## src/rtl/regfile_port_arbiter_if.sv

```systemverilog
// rtl/regfile_port_arbiter_if.sv - requester, response and register-file signals of the port arbiter
interface regfile_port_arbiter_if #(
    parameter int AW = 4,
    parameter int DW = 8
);
    // requester A (I2C slave side)
    logic          i_req_a;
    logic          i_rw_a;
    logic [AW-1:0] i_addr_a;
    logic [3:0]    i_len_a;
    logic [DW-1:0] i_wdata_a;
    logic          o_gnt_a;
    logic          o_ack_a;
    logic          o_rvalid_a;
    logic [DW-1:0] o_rdata_a;
    logic          o_done_a;
    logic          o_err_a;

    // requester B (SPI master side)
    logic          i_req_b;
    logic          i_rw_b;
    logic [AW-1:0] i_addr_b;
    logic [3:0]    i_len_b;
    logic [DW-1:0] i_wdata_b;
    logic          o_gnt_b;
    logic          o_ack_b;
    logic          o_rvalid_b;
    logic [DW-1:0] o_rdata_b;
    logic          o_done_b;
    logic          o_err_b;

    // shared register file port
    logic          o_mem_csn;
    logic          o_mem_rw;
    logic [AW-1:0] o_mem_addr;
    logic [DW-1:0] o_mem_wdata;
    logic [DW-1:0] i_mem_rdata;

    // arbiter side
    modport slave (
        input  i_req_a, i_rw_a, i_addr_a, i_len_a, i_wdata_a,
        output o_gnt_a, o_ack_a, o_rvalid_a, o_rdata_a, o_done_a, o_err_a,
        input  i_req_b, i_rw_b, i_addr_b, i_len_b, i_wdata_b,
        output o_gnt_b, o_ack_b, o_rvalid_b, o_rdata_b, o_done_b, o_err_b,
        output o_mem_csn, o_mem_rw, o_mem_addr, o_mem_wdata,
        input  i_mem_rdata
    );

    // requester / register file side
    modport master (
        output i_req_a, i_rw_a, i_addr_a, i_len_a, i_wdata_a,
        input  o_gnt_a, o_ack_a, o_rvalid_a, o_rdata_a, o_done_a, o_err_a,
        output i_req_b, i_rw_b, i_addr_b, i_len_b, i_wdata_b,
        input  o_gnt_b, o_ack_b, o_rvalid_b, o_rdata_b, o_done_b, o_err_b,
        input  o_mem_csn, o_mem_rw, o_mem_addr, o_mem_wdata,
        output i_mem_rdata
    );
endinterface

```

## src/rtl/regfile_port_arbiter.sv

```systemverilog
// rtl/regfile_port_arbiter.sv - round-robin burst arbiter for one register file port (option: REGFILE_ARB_WPROT_EN)
module regfile_port_arbiter #(
    parameter int               AW      = 4,
    parameter int               DW      = 8,
    parameter logic [2**AW-1:0] WP_MASK = '0
) (
    input  logic                  i_ck,
    input  logic                  i_rstn,
    regfile_port_arbiter_if.slave bus
);
    typedef enum logic [1:0] {
        S_IDLE  = 2'd0,
        S_ISSUE = 2'd1,
        S_GAP   = 2'd2
    } state_t;

    state_t        state_q, state_d;
    logic          owner_q, owner_d;   // 0: A, 1: B
    logic          rr_q, rr_d;         // tie winner: 0: A, 1: B
    logic          rw_q, rw_d;
    logic [AW-1:0] addr_q, addr_d;
    logic [3:0]    cnt_q, cnt_d;       // beats remaining after the current one
    logic [DW-1:0] rdata_a_q, rdata_b_q;
    logic          req_own;
    logic          wp_block;

    assign req_own = owner_q ? bus.i_req_b : bus.i_req_a;

`ifdef REGFILE_ARB_WPROT_EN
    // B write beats to protected addresses are acknowledged but never reach the file
    assign wp_block = owner_q && !rw_q && WP_MASK[addr_q];
`else
    logic unused_wp_mask;
    assign unused_wp_mask = ^WP_MASK;
    assign wp_block       = 1'b0;
`endif

    // burst state registers; async reset drops csn through the combinational outputs
    always_ff @(posedge i_ck or negedge i_rstn) begin
        if (!i_rstn) begin
            state_q <= S_IDLE;
            owner_q <= 1'b0;
            rr_q    <= 1'b0;
            rw_q    <= 1'b1;
            addr_q  <= '0;
            cnt_q   <= '0;
        end else begin
            state_q <= state_d;
            owner_q <= owner_d;
            rr_q    <= rr_d;
            rw_q    <= rw_d;
            addr_q  <= addr_d;
            cnt_q   <= cnt_d;
        end
    end

    // read data captured at the edge ending a read ISSUE; holds until the next read of that side
    always_ff @(posedge i_ck or negedge i_rstn) begin
        if (!i_rstn) begin
            rdata_a_q <= '0;
            rdata_b_q <= '0;
        end else if (state_q == S_ISSUE && rw_q) begin
            if (owner_q) rdata_b_q <= bus.i_mem_rdata;
            else         rdata_a_q <= bus.i_mem_rdata;
        end
    end

    assign bus.o_rdata_a = rdata_a_q;
    assign bus.o_rdata_b = rdata_b_q;

    // next-state, grant selection and per-state outputs
    always_comb begin
        state_d         = state_q;
        owner_d         = owner_q;
        rr_d            = rr_q;
        rw_d            = rw_q;
        addr_d          = addr_q;
        cnt_d           = cnt_q;
        bus.o_gnt_a     = 1'b0;
        bus.o_gnt_b     = 1'b0;
        bus.o_ack_a     = 1'b0;
        bus.o_ack_b     = 1'b0;
        bus.o_rvalid_a  = 1'b0;
        bus.o_rvalid_b  = 1'b0;
        bus.o_done_a    = 1'b0;
        bus.o_done_b    = 1'b0;
        bus.o_err_a     = 1'b0;
        bus.o_err_b     = 1'b0;
        bus.o_mem_csn   = 1'b1;
        bus.o_mem_rw    = 1'b1;
        bus.o_mem_addr  = '0;
        bus.o_mem_wdata = '0;

        case (state_q)
            S_IDLE: begin
                if (bus.i_req_a || bus.i_req_b) begin
                    if (bus.i_req_a && bus.i_req_b) begin
                        owner_d = rr_q;
                        rr_d    = ~rr_q;
                    end else begin
                        owner_d = bus.i_req_b;
                    end
                    rw_d    = owner_d ? bus.i_rw_b   : bus.i_rw_a;
                    addr_d  = owner_d ? bus.i_addr_b : bus.i_addr_a;
                    cnt_d   = owner_d ? bus.i_len_b  : bus.i_len_a;
                    state_d = S_ISSUE;
                end
            end

            S_ISSUE: begin
                bus.o_gnt_a     = !owner_q;
                bus.o_gnt_b     = owner_q;
                bus.o_ack_a     = !owner_q;
                bus.o_ack_b     = owner_q;
                bus.o_err_b     = wp_block;
                bus.o_mem_csn   = wp_block;
                bus.o_mem_rw    = rw_q;
                bus.o_mem_addr  = addr_q;
                bus.o_mem_wdata = owner_q ? bus.i_wdata_b : bus.i_wdata_a;
                state_d         = S_GAP;
            end

            S_GAP: begin
                bus.o_gnt_a    = !owner_q;
                bus.o_gnt_b    = owner_q;
                bus.o_rvalid_a = rw_q && !owner_q;
                bus.o_rvalid_b = rw_q && owner_q;
                if (cnt_q == 4'd0) begin
                    bus.o_done_a = !owner_q;
                    bus.o_done_b = owner_q;
                    state_d      = S_IDLE;
                end else if (!req_own) begin
                    rr_d    = ~owner_q;
                    state_d = S_IDLE;
                end else begin
                    cnt_d   = cnt_q - 4'd1;
                    addr_d  = addr_q + 1'b1;
                    state_d = S_ISSUE;
                end
            end

            default: state_d = S_IDLE;
        endcase
    end
endmodule
```

## src/flat_wrapper.sv

```systemverilog
// flat-port wrapper written by rule: the top's interface ports become plain ports
module regfile_port_arbiter_flat 
#(
    parameter int               AW      = 4,
    parameter int               DW      = 8,
    parameter logic [2**AW-1:0] WP_MASK = '0
)
  (i_ck, i_rstn, bus_i_req_a, bus_i_rw_a, bus_i_addr_a, bus_i_len_a, bus_i_wdata_a, bus_o_gnt_a, bus_o_ack_a, bus_o_rvalid_a, bus_o_rdata_a, bus_o_done_a, bus_o_err_a, bus_i_req_b, bus_i_rw_b, bus_i_addr_b, bus_i_len_b, bus_i_wdata_b, bus_o_gnt_b, bus_o_ack_b, bus_o_rvalid_b, bus_o_rdata_b, bus_o_done_b, bus_o_err_b, bus_o_mem_csn, bus_o_mem_rw, bus_o_mem_addr, bus_o_mem_wdata, bus_i_mem_rdata);
  regfile_port_arbiter_if #(.AW(AW), .DW(DW)) bus_i ();
  input  logic i_ck;
  input  logic i_rstn;
  input wire logic [$bits(bus_i.i_req_a)-1:0] bus_i_req_a;
  input wire logic [$bits(bus_i.i_rw_a)-1:0] bus_i_rw_a;
  input wire logic [$bits(bus_i.i_addr_a)-1:0] bus_i_addr_a;
  input wire logic [$bits(bus_i.i_len_a)-1:0] bus_i_len_a;
  input wire logic [$bits(bus_i.i_wdata_a)-1:0] bus_i_wdata_a;
  output wire logic [$bits(bus_i.o_gnt_a)-1:0] bus_o_gnt_a;
  output wire logic [$bits(bus_i.o_ack_a)-1:0] bus_o_ack_a;
  output wire logic [$bits(bus_i.o_rvalid_a)-1:0] bus_o_rvalid_a;
  output wire logic [$bits(bus_i.o_rdata_a)-1:0] bus_o_rdata_a;
  output wire logic [$bits(bus_i.o_done_a)-1:0] bus_o_done_a;
  output wire logic [$bits(bus_i.o_err_a)-1:0] bus_o_err_a;
  input wire logic [$bits(bus_i.i_req_b)-1:0] bus_i_req_b;
  input wire logic [$bits(bus_i.i_rw_b)-1:0] bus_i_rw_b;
  input wire logic [$bits(bus_i.i_addr_b)-1:0] bus_i_addr_b;
  input wire logic [$bits(bus_i.i_len_b)-1:0] bus_i_len_b;
  input wire logic [$bits(bus_i.i_wdata_b)-1:0] bus_i_wdata_b;
  output wire logic [$bits(bus_i.o_gnt_b)-1:0] bus_o_gnt_b;
  output wire logic [$bits(bus_i.o_ack_b)-1:0] bus_o_ack_b;
  output wire logic [$bits(bus_i.o_rvalid_b)-1:0] bus_o_rvalid_b;
  output wire logic [$bits(bus_i.o_rdata_b)-1:0] bus_o_rdata_b;
  output wire logic [$bits(bus_i.o_done_b)-1:0] bus_o_done_b;
  output wire logic [$bits(bus_i.o_err_b)-1:0] bus_o_err_b;
  output wire logic [$bits(bus_i.o_mem_csn)-1:0] bus_o_mem_csn;
  output wire logic [$bits(bus_i.o_mem_rw)-1:0] bus_o_mem_rw;
  output wire logic [$bits(bus_i.o_mem_addr)-1:0] bus_o_mem_addr;
  output wire logic [$bits(bus_i.o_mem_wdata)-1:0] bus_o_mem_wdata;
  input wire logic [$bits(bus_i.i_mem_rdata)-1:0] bus_i_mem_rdata;
  assign bus_i.i_req_a = bus_i_req_a;
  assign bus_i.i_rw_a = bus_i_rw_a;
  assign bus_i.i_addr_a = bus_i_addr_a;
  assign bus_i.i_len_a = bus_i_len_a;
  assign bus_i.i_wdata_a = bus_i_wdata_a;
  assign bus_o_gnt_a = bus_i.o_gnt_a;
  assign bus_o_ack_a = bus_i.o_ack_a;
  assign bus_o_rvalid_a = bus_i.o_rvalid_a;
  assign bus_o_rdata_a = bus_i.o_rdata_a;
  assign bus_o_done_a = bus_i.o_done_a;
  assign bus_o_err_a = bus_i.o_err_a;
  assign bus_i.i_req_b = bus_i_req_b;
  assign bus_i.i_rw_b = bus_i_rw_b;
  assign bus_i.i_addr_b = bus_i_addr_b;
  assign bus_i.i_len_b = bus_i_len_b;
  assign bus_i.i_wdata_b = bus_i_wdata_b;
  assign bus_o_gnt_b = bus_i.o_gnt_b;
  assign bus_o_ack_b = bus_i.o_ack_b;
  assign bus_o_rvalid_b = bus_i.o_rvalid_b;
  assign bus_o_rdata_b = bus_i.o_rdata_b;
  assign bus_o_done_b = bus_i.o_done_b;
  assign bus_o_err_b = bus_i.o_err_b;
  assign bus_o_mem_csn = bus_i.o_mem_csn;
  assign bus_o_mem_rw = bus_i.o_mem_rw;
  assign bus_o_mem_addr = bus_i.o_mem_addr;
  assign bus_o_mem_wdata = bus_i.o_mem_wdata;
  assign bus_i.i_mem_rdata = bus_i_mem_rdata;
  regfile_port_arbiter #(.AW(AW), .DW(DW), .WP_MASK(WP_MASK)) u_core (.i_ck(i_ck), .i_rstn(i_rstn), .bus(bus_i));
endmodule
```

## config.mk

```make
export PLATFORM = sky130hd
export DESIGN_NAME = regfile_port_arbiter_flat
export DESIGN_NICKNAME = d
export VERILOG_FILES = /design/src/rtl/regfile_port_arbiter_if.sv /design/src/rtl/regfile_port_arbiter.sv /design/src/flat_wrapper.sv
export SDC_FILE = /design/constraint.sdc
export NUM_CORES = 1
export LEC_CHECK = 0
export ABC_AREA = 1
export ABC_CLOCK_PERIOD_IN_PS = 1500
export BUFFER_PORTS_ARGS = -buffer_cell sky130_fd_sc_hd__buf_4
export CELL_PAD_IN_SITES_DETAIL_PLACEMENT = 2
export CELL_PAD_IN_SITES_GLOBAL_PLACEMENT = 2
export CORE_ASPECT_RATIO = 1.25
export CORE_MARGIN = 5
export CORE_UTILIZATION = 22
export CTS_CLUSTER_DIAMETER = 30
export DETAILED_ROUTE_END_ITERATION = 10
export PLACE_DENSITY_LB_ADDON = 0.1
export SLEW_MARGIN = 20
export SYNTH_ARGS = -nofsm -noshare
export SYNTH_HDL_FRONTEND = slang
export SYNTH_SLANG_ARGS = --single-unit
```

## constraint.sdc

```tcl
create_clock -name i_ck -period 1.5 [get_ports i_ck]
set_input_delay 0.3 -clock i_ck [delete_from_list [all_inputs] [get_ports i_ck]]
set_output_delay 0.3 -clock i_ck [all_outputs]
set_load 0.02 [all_outputs]
```

==> impl_metrics.py, run 1 <==
metrics = {
    "timing": {
        "final-hold-violation-count": 0,
        "clock_skew_ps": 6.62,
        "finalSetupViolCount": 29,
        "setup_slack_ps": -239,
        "period_needed_ps": 1740,
        "fmax_mhz": 575,
        "rsz0062_at_grt": "yes",
        "hold_ws_ps": 273,
        "finalCritPeriodShare": 1.16,
        "tns_ps": -5210,
        "finalMaxSlewViolations": 0,
    },
    "die": {
        "fp.coreArea_um2": 8610,
        "chipWidth_um": 93.8,
        "fp-row-count": 38,
        "io_pins": 86,
        "die_h_um": 115,
        "fp.dieArea_um2": 10800,
        "start_util": 0.224,
    },
    "critical_path": {
        "criticalPathCategory": "reg -> out",
        "endpoint": "bus_o_mem_wdata[3]",
        "slowest_delay_ps": 400,
        "crit_start": "u_core.state_q[1]",
        "cp-start-kind": "flop",
        "cp.arrival_ps": 1440,
        "path_depth": 6,
        "r2r_end": "u_core.bus.o_rdata_a[3]",
        "cp_cell_sequence": "inv_2 > ha_4 > inv_6 > nor2_4 > a22o_4 > buf_6",
        "crit_required_ps": 1200,
        "reg2reg_slack_ps": -140,
        "critPathBufInv": 3,
        "crit_slowest_cell": "dfrtp_1",
        "path_max_fanout": 5,
        "r2r_cells": 10,
        "cp-end-kind": "output port",
        "crit_family": "flip-flops",
        "reg2reg_from": "u_core.state_q[1]",
    },
    "run_status": {
        "violations": "setup timing",
        "status": "finished with violations",
    },
    "synthesis": {
        "synth_seq_cells": 29,
        "synth-seq-area-share": 0.377,
        "yosysWarnings": 0,
        "yosys.cell_types.count": 28,
        "netlist_area_um2": 1930,
        "netlist_instances": 254,
        "postSynthAreaPerCell_um2": 7.60,
    },
    "clocking": {
        "htree_levels": 2,
        "path_clk_slew_ps": 70,
        "cts.path.max_buffers": 2,
        "numCtsBuffers": 5,
        "clock_latency_ps": 280,
        "cts_tree": "yes",
        "clock-sinks": 29,
        "clockRootBuffer": "clkbuf_8",
    },
    "grt": {
        "track_usage": 0.143,
        "grt_pass1_wl_mm": 12.0,
        "grt_max_degree": 30,
        "grt_pass1_vias": 2345,
        "overflow": 0,
        "grt_antenna_before_repair": 0,
    },
    "drt": {
        "totalWireLength_mm": 7.32,
        "initialDrtViolationCount": 21,
        "drc": 0,
        "dr_total_vias": 2072,
        "detail_route.wl_per_cell_um": 14.9,
        "ant_nets": 0,
        "viasPerCell": 4.23,
        "dr.pass1.iters": 3,
    },
    "cells_and_area": {
        "seqCellArea_um2": 728,
        "syn2layout_area_growth_pct": 74.3,
        "drive_above_1_share": 0.541,
        "final_area_um2": 3360,
        "multi_input_area_um2": 1290,
        "nNetsFinal": 424,
        "nFillCells": 987,
        "diodes": 0,
    },
    "place": {
        "place_hpwl_mm": 5.53,
        "place_area_um2": 2920,
        "io_buffers": 83,
        "place.gp.congestion": 0.743,
    },
    "power_and_ir_drop": {
        "vdd_ir_drop_max_uv": 661,
        "power_density_nw_per_um2": 2150,
        "cellLeakagePower_nw": 1.78,
        "power.total_mw": 7.22,
    },
    "run": {
        "cap_viol_max_count": 0,
    },
    "worst_hold_path": {
        "hold_class": "in -> reg",
    },
}
[synth_stat cells (all sizes together)]
cell    count  area, um2
nand2      88        355
inv        38        143
dfrtp      28        701
nand3      28        140
o21ai      20        164
nor2       14       76.3
ha          9        113
a22o        8       70.1
buf         8       66.3
a21oi       2       10.0
nor3        2       10.0
or2         2       12.5
a22oi       1       7.51
conb        1       3.75
dfstp       1       26.3
nand4       1       6.26
o21bai      1       7.51
xnor2       1       8.76
xor2        1       8.76
[cells in the final DEF (no fill, tap or decap), types with 3 or more instances in the layout]
master    instances
nand3_2           4
nand2_1          72
dfrtp_1          27
nor2_1            4
clkbuf_8          5
ha_4              6
ha_1              3
inv_1            29
nand2_2          12
nand3_1          23
o21ai_2          18
nor2_4            3
buf_6            16
buf_4            95
nor2_2            7
inv_2             4
a22o_4            8
[where the power goes]
group	switching, mW	internal, mW	total [mW]
clock	0.310	0.321	0.631
sequential	0.347	1.20	1.55
combinational	2.72	2.32	5.04
[worst min-delay path, stage by stage]
cell and delay (ps):
buf_4 110, nand3_1 70, a22oi_1 60
[per-stage QoR]
stage	cells	util	setup WS [ps]
final	490	0.391	-239
after detailed placement	470	0.339	-55.0
after floorplan	255	-	-13.4
after global placement	470	0.339	-3.69
after CTS	488	0.382	-237
after global routing	490	0.391	-327
[logic make-up after synthesis]
kind of cell | after synthesis | synth area share
AO/OA/AOI/OAI | 32 | 0.134
AND/OR/NAND/NOR | 135 | 0.311
adder cells (fa/ha/maj) | 9 | 0.0584
buffers and inverters | 46 | 0.108
flip-flops | 29 | 0.377
XOR/XNOR | 2 | 0.00908
other | 1 | 0.00194
[worst min path at each step]
stage,start,to,slack (ps),depth (start not counted)
after floorplan,i_rstn,u_core.addr_q[0],4,0
after global placement,i_rstn,u_core.bus.o_rdata_b[7],270,1
after detailed placement,i_rstn,u_core.bus.o_rdata_b[7],270,1
after global routing,bus_i_rw_b,u_core.rw_q,280,3
after CTS,bus_i_rw_b,u_core.rw_q,260,3
final,bus_i_rw_b,u_core.rw_q,270,3
[flip-flops by register name, summed over array words and instances (netlist names)]
signal,cells
u_core.rr_q,1
u_core.owner_q,1
u_core.bus.o_rdata_b,8
u_core.state_q,2
u_core.rw_q,1
u_core.cnt_q,4
u_core.addr_q,4
u_core.bus.o_rdata_a,8
[metal layers]
layer	track usage	vias to the layer above	part of all wire
li1	-	1031	-
met1	0.158	988	0.38
met2	0.279	49	0.57
met3	0.0289	4	0.043
met4	0.0260	0	0.0066
met5	0	-	0
[what timing repair did]
item,CTS,global route
hold buffers,1,0
endpoints found under the setup margin,32,49
gates cloned,1,0
pin swaps,13,3
buffers inserted,8,2
resized for setup,42,21
hold endpoints to repair,28,0
[final cells by class]
type,count,area share
clock buffers,6,0.0216
clock inverters,2,0.00298
inverters,38,0.0487
multi-input cells,181,0.385
flip-flops and latches,29,0.217
well taps,120,0.0446
repair buffers,114,0.281
Power figures use the tool's default switching activity.
==> run 2: changes to the inputs <==
CORE_ASPECT_RATIO = not set   (was 1.25)
==> run 2 against run 1 <==
  * Clock power up 4.8%
  * Global-route usage decreased by 1.1 points
  * The run still ends with setup timing left
  * Critical path depth fell by 1
  * Critical endpoint is now bus_o_rvalid_b
  * Critical path type unchanged
  * Clock skew about the same
==> impl_metrics.py, run 2 (synthesized netlist as in run 1, its figures left out) <==
metrics = {
    "grt": {
        "grt_antenna_before_repair": 0,
        "overflow": 0,
        "track_usage": 0.132,
        "grt_max_degree": 30,
        "grt_pass1_vias": 2377,
        "grt_pass1_wl_mm": 11.9,
    },
    "power_and_ir_drop": {
        "vdd_ir_drop_max_uv": 844,
        "power.total_mw": 7.28,
        "cellLeakagePower_nw": 1.79,
        "power_density_nw_per_um2": 2170,
    },
    "drt": {
        "detail_route.wl_per_cell_um": 15.5,
        "dr.pass1.iters": 4,
        "viasPerCell": 4.43,
        "initialDrtViolationCount": 45,
        "drc": 0,
        "totalWireLength_mm": 7.45,
        "ant_nets": 0,
        "dr_total_vias": 2125,
    },
    "clocking": {
        "numCtsBuffers": 5,
        "clockRootBuffer": "clkbuf_8",
        "clock-sinks": 29,
        "clock_latency_ps": 280,
        "cts_tree": "yes",
        "htree_levels": 2,
        "cts.path.max_buffers": 2,
        "path_clk_slew_ps": 70,
    },
    "die": {
        "fp-row-count": 34,
        "start_util": 0.223,
        "fp.coreArea_um2": 8640,
        "io_pins": 86,
        "die_h_um": 104,
        "chipWidth_um": 104,
        "fp.dieArea_um2": 10700,
    },
    "critical_path": {
        "cp.arrival_ps": 1470,
        "r2r_end": "u_core.cnt_q[2]",
        "path_max_fanout": 6,
        "crit_family": "flip-flops",
        "crit_slowest_cell": "dfrtp_2",
        "cp-end-kind": "output port",
        "reg2reg_from": "u_core.state_q[0]",
        "cp-start-kind": "flop",
        "reg2reg_slack_ps": -80,
        "slowest_delay_ps": 450,
        "critPathBufInv": 3,
        "criticalPathCategory": "reg -> out",
        "r2r_cells": 11,
        "cp_cell_sequence": "inv_4 > ha_4 > clkinvlp_4 > nor3_4 > buf_6",
        "crit_required_ps": 1200,
    },
    "timing": {
        "finalSetupViolCount": 33,
        "finalMaxSlewViolations": 0,
        "period_needed_ps": 1770,
        "fmax_mhz": 564,
        "finalCritPeriodShare": 1.18,
        "setup_slack_ps": -273,
        "rsz0062_at_grt": "yes",
        "tns_ps": -4770,
        "clock_skew_ps": 6.88,
        "final-hold-violation-count": 0,
    },
    "cells_and_area": {
        "syn2layout_area_growth_pct": 73.9,
        "post-route-util": 0.389,
        "layout_common_cells": "93 x buf_4, 75 x nand2_1, 30 x inv_1, 27 x dfrtp_1",
        "layout_commonest_cell": "buf_4",
        "final_area_um2": 3360,
        "diodes": 0,
        "drive_above_1_share": 0.530,
        "seqCellArea_um2": 728,
        "multi_input_area_um2": 1300,
        "nFillCells": 989,
        "nNetsFinal": 426,
    },
    "worst_hold_path": {
        "hold_end": "u_core.bus.o_rdata_b[5]",
        "hold_depth": 3,
        "hold_class": "in -> reg",
        "hp-start": "bus_i_mem_rdata[5]",
    },
    "place": {
        "place.gp.congestion": 0.739,
        "place_hpwl_mm": 5.43,
        "io_buffers": 83,
        "place_area_um2": 2890,
        "pre_cts_ws_ps": -20.4,
    },
    "run_status": {
        "status": "finished with violations",
        "violations": "setup timing",
    },
    "run": {
        "cap_viol_max_count": 0,
    },
}
==> run 2: cell types whose count changed in the layout (fill, tap and decap cells not counted), moves of 3 or more <==
cell / delta
nand2_2: -3
nor2_2: -4
buf_6: +5
nand2_1: +3
==> run 2: metal layers <==
metal  routed length [um]  global-route usage  vias to the layer above
li1                     -                   -                     1031
met3                  224              0.0249                        5
met4                   58              0.0253                        0
met1                 3390               0.165                     1040
met2                 3780               0.236                       49
met5                    0                   0                        -
==> run 2: power by group <==
| part | internal (mW) | switching, mW |
|---|---|---|
| logic | 2.30 | 2.81 |
| registers | 1.20 | 0.322 |
| clock network | 0.320 | 0.341 |
| total | 3.81 | 3.47 |
==> run 2: worst max-delay path by stage <==
stage / startpoint / slack (ps) / endpoint / cells past startpoint
2_1_floorplan: u_core.state_q[1] / -10 / bus_o_mem_wdata[0] / 5
3_3_place_gp: u_core.state_q[0] / -8 / bus_o_mem_wdata[2] / 5
3_5_place_dp: u_core.state_q[1] / -20 / u_core.cnt_q[2] / 7
4_1_cts: u_core.state_q[1] / -280 / bus_o_mem_wdata[7] / 6
5_1_grt: u_core.state_q[0] / -340 / bus_o_rvalid_b / 5
6_report: u_core.state_q[0] / -270 / bus_o_rvalid_b / 5
==> run 2: repair_timing <==
item | in CTS | in global routing
pin swaps | 11 | 9
resized for setup | 39 | 25
endpoints found under the hold margin | 28 | 0
setup buffers | 5 | 8
setup endpoints to repair | 33 | 48
hold buffers | 1 | 0
gates cloned | 1 | 1
==> run 2: layout make-up <==
class / instances / area share
multi-input combinational: 182 / 0.387
timing repair buffer: 115 / 0.282
sequential: 29 / 0.217
inverter: 38 / 0.0488
tap: 108 / 0.0403
clock buffer: 5 / 0.0205
clock inverter: 3 / 0.00522
==> run 2: through the flow <==
step | hold slack [ps] | instances
CTS | 290 | 473
floorplan | 4.41 | 255
finish | 297 | 480
global placement | 269 | 458
detailed placement | 266 | 458
global route | 301 | 480
==> run 2: worst min-delay path: stages <==
cell,delay (ps)
buf_4,80
inv_1,50
o21ai_2,120
